<file path="src/rtl/lemon_pkg.sv">
// rtl/lemon_pkg.sv - shared constants and state encoding for the lemon fetch unit
package lemon_pkg;

    localparam int XLEN = 64;
    localparam logic [XLEN-1:0] RESET_PC = 64'h8000_0000;

    typedef enum logic [1:0] {
        S_REQ  = 2'd0,
        S_WAIT = 2'd1,
        S_HOLD = 2'd2,
        S_HALT = 2'd3
    } ifu_state_e;

endpackage

</file>
<file path="src/rtl/lemon_ifu.sv">
// rtl/lemon_ifu.sv - single-outstanding instruction fetch unit feeding the execute core
module lemon_ifu #(
    parameter int XLEN = lemon_pkg::XLEN,
    parameter logic [XLEN-1:0] RESET_PC = lemon_pkg::RESET_PC
) (
    input  logic            clk,
    input  logic            rst_n,
    output logic            req_valid,
    output logic [XLEN-1:0] req_addr,
    input  logic            req_ready,
    input  logic            resp_valid,
    input  logic [31:0]     resp_data,
    input  logic            resp_err,
    output logic            inst_valid,
    output logic [31:0]     inst,
    output logic [XLEN-1:0] inst_pc,
    output logic            inst_fault,
    input  logic            inst_ready,
    input  logic            redirect_valid,
    input  logic [XLEN-1:0] redirect_pc,
    input  logic            halt
);
    import lemon_pkg::*;

    ifu_state_e      state;
    logic [XLEN-1:0] pc;
    logic            drop;
    logic [XLEN-1:0] redir_pc;

    // Redirect targets are forced onto a word boundary so req_addr stays aligned.
    assign redir_pc  = {redirect_pc[XLEN-1:2], 2'b00};
    assign req_valid = (state == S_REQ) & ~redirect_valid & ~halt & rst_n;
    assign req_addr  = pc;

    // Fetch FSM: owns the PC, the drop flag for stale responses and the held instruction.
    always_ff @(posedge clk) begin
        if (!rst_n) begin
            state      <= S_REQ;
            pc         <= RESET_PC;
            drop       <= 1'b0;
            inst_valid <= 1'b0;
            inst       <= '0;
            inst_pc    <= '0;
            inst_fault <= 1'b0;
        end else begin
            case (state)
                S_REQ: begin
                    if (halt) begin
                        state <= S_HALT;
                    end else if (redirect_valid) begin
                        pc <= redir_pc;
                    end else if (req_valid && req_ready) begin
                        state <= S_WAIT;
                    end
                end
                S_WAIT: begin
                    // The bus request cannot be withdrawn, so a redirect only marks its response stale.
                    if (redirect_valid) begin
                        pc <= redir_pc;
                    end
                    if (resp_valid) begin
                        if (drop || redirect_valid) begin
                            drop  <= 1'b0;
                            state <= S_REQ;
                        end else begin
                            inst       <= resp_data;
                            inst_pc    <= pc;
                            inst_fault <= resp_err;
                            inst_valid <= 1'b1;
                            state      <= S_HOLD;
                        end
                    end else if (redirect_valid) begin
                        drop <= 1'b1;
                    end
                end
                S_HOLD: begin
                    if (inst_ready) begin
                        pc         <= redirect_valid ? redir_pc : pc + XLEN'(4);
                        inst_valid <= 1'b0;
                        if (halt) begin
                            state      <= S_HALT;
                            inst       <= '0;
                            inst_pc    <= '0;
                            inst_fault <= 1'b0;
                        end else begin
                            state <= S_REQ;
                        end
                    end else if (halt) begin
                        state      <= S_HALT;
                        inst_valid <= 1'b0;
                        inst       <= '0;
                        inst_pc    <= '0;
                        inst_fault <= 1'b0;
                    end else if (redirect_valid) begin
                        pc         <= redir_pc;
                        inst_valid <= 1'b0;
                        state      <= S_REQ;
                    end
                end
                S_HALT: begin
                    state <= S_HALT;
                end
                default: begin
                    state <= S_REQ;
                end
            endcase
        end
    end

    // Memory must only answer the single request we are waiting on.
    resp_only_in_wait: assert property (@(posedge clk) disable iff (!rst_n)
        resp_valid |-> (state == S_WAIT));

endmodule

</file>
<file path="config.mk">
export PLATFORM = sky130hd
export DESIGN_NAME = lemon_ifu
export DESIGN_NICKNAME = d
export VERILOG_FILES = /design/src/rtl/lemon_pkg.sv /design/src/rtl/lemon_ifu.sv
export SDC_FILE = /design/constraint.sdc
export NUM_CORES = 1
export LEC_CHECK = 0
export BUFFER_PORTS_ARGS = -buffer_cell sky130_fd_sc_hd__buf_2
export CAP_MARGIN = 20
export CORE_MARGIN = 5
export CORE_UTILIZATION = 45
export CTS_BUF_LIST = sky130_fd_sc_hd__clkbuf_16
export DETAILED_ROUTE_END_ITERATION = 10
export PLACE_DENSITY = 0.71
export SYNTH_ARGS = -nofsm -noshare
export SYNTH_HDL_FRONTEND = slang
export SYNTH_SLANG_ARGS = --single-unit
</file>
<file path="constraint.sdc">
create_clock -name clk -period 4.4 [get_ports clk]
set_input_delay 0.88 -clock clk [delete_from_list [all_inputs] [get_ports clk]]
set_output_delay 0.88 -clock clk [all_outputs]
set_load 0.01 [all_outputs]
</file>
==> results of run 1 <==
per-stage QoR:
stage	total power [uW]	utilization (%)	instance area, sq um	worst slack, ns
2_1_floorplan	3440	-	9170	1.61
3_3_place_gp	4290	52.5	10600	1.15
3_5_place_dp	4320	52.5	10600	1.10
4_1_cts	5850	55.5	11200	1.22
5_1_grt	6170	55.5	11200	1.02
6_report	5910	55.5	11200	1.12
flip-flops by register name (all words and copies together) (netlist names):
signal / cells
inst_pc: 64
state: 2
drop: 1
inst_valid: 1
inst: 32
inst_fault: 1
req_addr: 64
power breakdown:
part | total [uW] | switching [uW] | internal (uW)
Clock | 1540 | 768 | 769
Sequential | 2080 | 404 | 1680
Combinational | 2290 | 1510 | 781
Total | 5910 | 2680 | 3230
worst max-delay path, cell delays in order (launching register included):
cell	delay (ns)
sky130_fd_sc_hd__dfxtp_1	0.41
sky130_fd_sc_hd__inv_1	0.11
sky130_fd_sc_hd__ha_1	0.72
sky130_fd_sc_hd__inv_1	0.42
sky130_fd_sc_hd__or3_1	0.73
sky130_fd_sc_hd__or4_1	0.61
sky130_fd_sc_hd__a31oi_1	0.18
worst paths after layout:
kind / from / endpoint / slack [ns] / depth (start not counted)
worst min-delay path: inst_pc[30] / inst_pc[30] / 0.49 / 2
worst min register to register: inst_pc[30] / inst_pc[30] / 0.49 / 2
worst max-delay path: state[0] / req_addr[22] / 1.12 / 6
worst max register to register: state[0] / req_addr[22] / 1.12 / 6
cell type report:
| class | count | share of cell area (%) |
|---|---|---|
| well taps | 270 | 3.02 |
| multi-input cells | 884 | 47.6 |
| clock buffers | 17 | 3.80 |
| flip-flops and latches | 165 | 29.5 |
| repair buffers | 292 | 13.9 |
| clock inverters | 15 | 1.59 |
| inverters | 17 | 0.592 |
cells by family after synthesis:
logic type                 after synthesis  synth area share (%)
and+or+nand+nor                        440                  23.3
AOI/OAI and AO/OA                      421                  31.9
DFF                                    165                  36.0
buffers and inverters                  144                  6.13
muxes                                   13                  1.42
adders and majority gates                7                 0.955
xor gates and xnor gates                 3                 0.287
layer usage:
layer  wire [um]  global-route usage (%)
met2       16500                    46.1
met1       14700                    39.6
met4        1140                    10.5
met5          21                       0
met3        4690                    10.3
placed cells by master (no fill, tap or decap), types with 26 or more instances in the layout:
| cell type | synthesis | routed |
|---|---|---|
| sky130_fd_sc_hd__a21oi_1 | 67 | 67 |
| sky130_fd_sc_hd__a22oi_1 | 109 | 109 |
| sky130_fd_sc_hd__buf_2 | 7 | 264 |
| sky130_fd_sc_hd__buf_4 | 0 | 26 |
| sky130_fd_sc_hd__dfxtp_1 | 165 | 165 |
| sky130_fd_sc_hd__nand2_1 | 83 | 83 |
| sky130_fd_sc_hd__nand3_1 | 36 | 36 |
| sky130_fd_sc_hd__nand4_1 | 33 | 33 |
| sky130_fd_sc_hd__nor2_1 | 165 | 165 |
| sky130_fd_sc_hd__o21ai_0 | 69 | 68 |
==> results.toml, run 1 <==
[synthesis]
synth_flop_cell = "sky130_fd_sc_hd__dfxtp_1"
synth-seq-cells = 165
post_synth.cell_area_avg_sq_um = 7.69
synth-seq-area-share_pct = 36.0
synthTopCellsByCount = "sky130_fd_sc_hd__dfxtp_1, sky130_fd_sc_hd__nor2_1, sky130_fd_sc_hd__a22oi_1"
synth_edf_count = 0
synth_area_leaders = "sky130_fd_sc_hd__dfxtp_1, sky130_fd_sc_hd__a22oi_1, sky130_fd_sc_hd__nor2_1"
synth_largest_type_area_fraction_pct = 36.0
asyncSetResetFlopFracSynth_pct = 0
post_synth_inst_count = 1193
post_synth_top_area_cell = "sky130_fd_sc_hd__dfxtp_1"
synth_area_sq_mm = 0.00917
mappedNetlistNets = 1304
yosysWarnings = 0
netlist-cell-type-count = 73

[timing]
finalHoldViolations = 0
timing.final.setup_violations = 0
grt_setup_unrepaired = "false"
fmaxAchievable_mhz = 305
period_utilization_post_route_pct = 74.6
hold_ws_ns = 0.493
skew_ns = 0.00951
max_slew.worst_pin.slew_ns = 1.07
relSlewSlack_pct = 28.7
maxSlewViolCount = 0
fin_tns_setup_ns = 0
finalWorstPathRequiredPeriod_ns = 3.28

[clock_tree]
cts_tree = "built"
maximum_buffer_depth_of_the_clock_tree = 2
clkSlewWorstSetupHoldPaths_ns = 0.08
htree_num_levels = 4
insertion_delay_ns = 0.44
ctsResizeCount = 0
cts_post_setup_buffers_inserted = 0
cts_hold_repair.buffers = 0
cts.root.buffer_cell = "sky130_fd_sc_hd__clkbuf_16"
cts_buffers = 17
tritoncts_num_sinks = 165

[placement]
place_inst = 1628
dp.final_hpwl_um = 25200
gpl.final_weighted_congestion = 0.941
port_buffers = 264

[critical_path]
cp.required_ns = 4.76
arrival_ns = 3.64
worst_setup_path_end_kind = "register"
crit_type = "register to register"
critical_path.startpoint_type = "register"
crit_fanout = 19

[hold_path]
hold_class = "register to register"

[routing]
dr_total_vias = 10800
detail_route.first_pass.iterations = 6
detailed_route_wire_length_um = 37100
remaining_drc_errors = 0
ant_nets = 0
routed_length_per_instance_um = 22.3
routed_via_density = 6.52
drt_iter0_markers = 1450

[pwr]
irDropWorstVdd_v = 0.000369
leakage_uw = 0.00453
power_density_mw_per_mm2 = 528

[global_routing]
grt_overflow_total = 0
grt_max_degree = 98
grt_pass1_vias = 10200
antenna_found_initial = 2
grtUsageTotal_pct = 30.1
first_pass_grt_wire_length_um = 57500

[finish]
post_layout_nonfiller_instances = 1660
flow.area_growth_from_synthesis_pct = 22.1
drive_above_1_share_pct = 24.5
finish.net_count = 1488
regArea_sq_mm = 0.00330
multiInputGateArea_sq_mm = 0.00533
n_antenna_cell = 0
num-fill-cells = 1977

[floorplanning]
ios = 267
die_area_sq_mm = 0.0233
floorplan.initialDensity_pct = 45.5
design.core.area_sq_mm = 0.0202
dieHeight_um = 153
rows = 52
fp.dieW_um = 153

[outcome]
outcome = "complete, no violations"

[run]
max-cap-violations = 0
Power figures use the tool's default switching activity.
==> inputs of run 2 (changes only) <==
PLACE_DENSITY = 0.74   (was 0.71)
clock period = 2.7 ns   (was 4.4 ns; I/O delays follow)
==> run 2 against run 1 <==
Worst setup slack got worse by 1.0 ns. Sequential share of layout area fell by 1.9 points. Register-to-register slack got worse by 1.0 ns. Final cell count rose by 6.1%. Cell area rose by 7.0%. Clock-buffer cell count did not move. Non-clock buffer count rose by 100. Fmax rose by 26%. Clock power rose by 59%. Power rose by 72%. Highest routed layer unchanged. Critical endpoint is now req_addr[41].
==> results.toml, run 2 (synthesized netlist as in run 1, its figures left out) <==
[outcome]
outcome = "complete, no violations"

[critical_path]
critPathSlowestCell = "sky130_fd_sc_hd__nor4_1"
critical_path.max_stage_delay_ns = 0.47
cp_num_buf_inv = 2
cp.required_ns = 3.03
critical_path.startpoint_type = "register"
crit_type = "register to register"
critPathTopFamily = "simple AND/OR/NAND/NOR gates"
arrival_ns = 2.94
worst_setup_path_end_kind = "register"
crit_fanout = 6
critical_path.cell_chain = "nand4_1, buf_4, nor4_1, nand4_1, buf_4, o31ai_1, o41ai_1, a211oi_1"

[pwr]
clockPowerShare_pct = 24.1
leakage_uw = 0.00504
p_int_uw = 5700
comb_power_share_pct = 45.5
total_switching_power_uw = 4450
power.share.switching_pct = 43.8
power.share.sequential_pct = 30.5
report.power.total_uw = 10200
power_density_mw_per_mm2 = 848
irDropWorstVdd_v = 0.000786

[clock_tree]
insertion_delay_ns = 0.44
cts_hold_repair.buffers = 0
cts_tree = "built"
cts.root.buffer_cell = "sky130_fd_sc_hd__clkbuf_16"
ctsResizeCount = 0
tritoncts_num_sinks = 165
htree_num_levels = 4
cts_buffers = 17
cts_post_setup_buffers_inserted = 0
clkSlewWorstSetupHoldPaths_ns = 0.07
maximum_buffer_depth_of_the_clock_tree = 2

[timing]
grt_setup_unrepaired = "true"
finalHoldViolations = 0
finalWorstPathRequiredPeriod_ns = 2.61
skew_ns = 0.0103
fmaxAchievable_mhz = 383
max_slew.worst_pin.slew_ns = 0.974
relSlewSlack_pct = 34.8
period_utilization_post_route_pct = 96.6
timing.final.setup_violations = 0
maxSlewViolCount = 0
fin_ws_ns = 0.0915

[floorplanning]
die_area_sq_mm = 0.0233
dieHeight_um = 153
rows = 52
design.core.area_sq_mm = 0.0202
floorplan.initialDensity_pct = 45.5
ios = 267
fp.dieW_um = 153

[global_routing]
first_pass_grt_wire_length_um = 58300
grtUsageTotal_pct = 30.4
grt_max_degree = 66
grt_pass1_vias = 10500
antenna_found_initial = 4
grt_overflow_total = 0

[placement]
dp.final_hpwl_um = 27200
dpl_worst_slack_ns = 0.163
detailed_place.area_sq_mm = 0.0114
port_buffers = 264
gpl.final_weighted_congestion = 1.00
place_inst = 1728

[routing]
detailed_route_wire_length_um = 37600
detail_route.first_pass.iterations = 8
ant_nets = 0
routed_via_density = 6.38
drt_iter0_markers = 1390
routed_length_per_instance_um = 21.3
dr_total_vias = 11200
remaining_drc_errors = 0

[finish]
flow.area_growth_from_synthesis_pct = 30.6
most-common-layout-cells = "sky130_fd_sc_hd__buf_2, sky130_fd_sc_hd__nor2_1, sky130_fd_sc_hd__dfxtp_1, sky130_fd_sc_hd__buf_4, sky130_fd_sc_hd__a22oi_1"
layout_commonest_cell = "sky130_fd_sc_hd__buf_2"
design_area_sq_mm = 0.0120
finish.net_count = 1588
post_layout_nonfiller_instances = 1762
drive_above_1_share_pct = 29.7
num-fill-cells = 1888

[hold_path]
hold_class = "input pin to register"

[run]
max-cap-violations = 0
run 2: cell types whose count changed in the layout (fill, tap and decap cells not counted), moves of 2 or more:
cell / previous run / this run
sky130_fd_sc_hd__nor4_1: 22 / 20
sky130_fd_sc_hd__nor4_2: 0 / 2
sky130_fd_sc_hd__buf_4: 26 / 123
sky130_fd_sc_hd__inv_6: 3 / 5
sky130_fd_sc_hd__diode_2: 0 / 2
sky130_fd_sc_hd__clkinv_8: 5 / 3
sky130_fd_sc_hd__buf_12: 2 / 5
run 2: power by group through the flow:
| stage | combinational [uW] | clock (uW) | sequential [uW] |
|---|---|---|---|
| after global routing | 4920 | 2590 | 3130 |
| after CTS | 4500 | 2460 | 3070 |
| after global placement | 4430 | 0 | 3120 |
| after detailed placement | 4480 | 0 | 3130 |
| after floorplan | 2420 | 0 | 3190 |
| final | 4620 | 2450 | 3090 |
run 2: final timing paths:
kind                    start           end  slack (ns)  cells after the start
setup / recovery  req_addr[6]  req_addr[41]        0.09                      8
hold / removal     resp_valid          drop        0.33                      2
setup reg to reg  req_addr[6]  req_addr[41]        0.09                      8
hold reg to reg    inst_valid    inst_valid        0.48                      2
run 2: final cells by class:
type | count | area, sq um | area share [%]
antenna | 2 | 5.00 | 0.0418
inverter | 17 | 66.3 | 0.553
tap | 270 | 338 | 2.82
clock inverter | 15 | 159 | 1.33
timing repair buffer | 392 | 2340 | 19.6
multi-input combinational | 884 | 5340 | 44.6
sequential | 165 | 3300 | 27.6
clock buffer | 17 | 425 | 3.55
run 2: worst register-to-register path: stages (launching register included):
cell and delay, ns:
sky130_fd_sc_hd__dfxtp_1 0.35, sky130_fd_sc_hd__nand4_1 0.19, sky130_fd_sc_hd__buf_4 0.22, sky130_fd_sc_hd__nor4_1 0.47, sky130_fd_sc_hd__nand4_1 0.38, sky130_fd_sc_hd__buf_4 0.28, sky130_fd_sc_hd__o31ai_1 0.21, sky130_fd_sc_hd__o41ai_1 0.11
sky130_fd_sc_hd__a211oi_1 0.30
run 2: stage by stage:
stage	hold WS [ns]	setup TNS, ns	utilization, %
after floorplan	0.498	0	-
after global placement	0.473	0	56.4
after detailed placement	0.466	0	56.4
after CTS	0.313	0	59.3
after global routing	0.321	-0.00866	59.4
final	0.330	0	59.4
run 2: metal layers:
metal / wire length, um / global-route usage (%) / vias up
met1: 15200 / 40.9 / 5243
met2: 16400 / 45.9 / 763
met5: 25 / 0 / -
met4: 1490 / 12.3 / 4
li1: - / - / 5091
met3: 4530 / 8.78 / 140
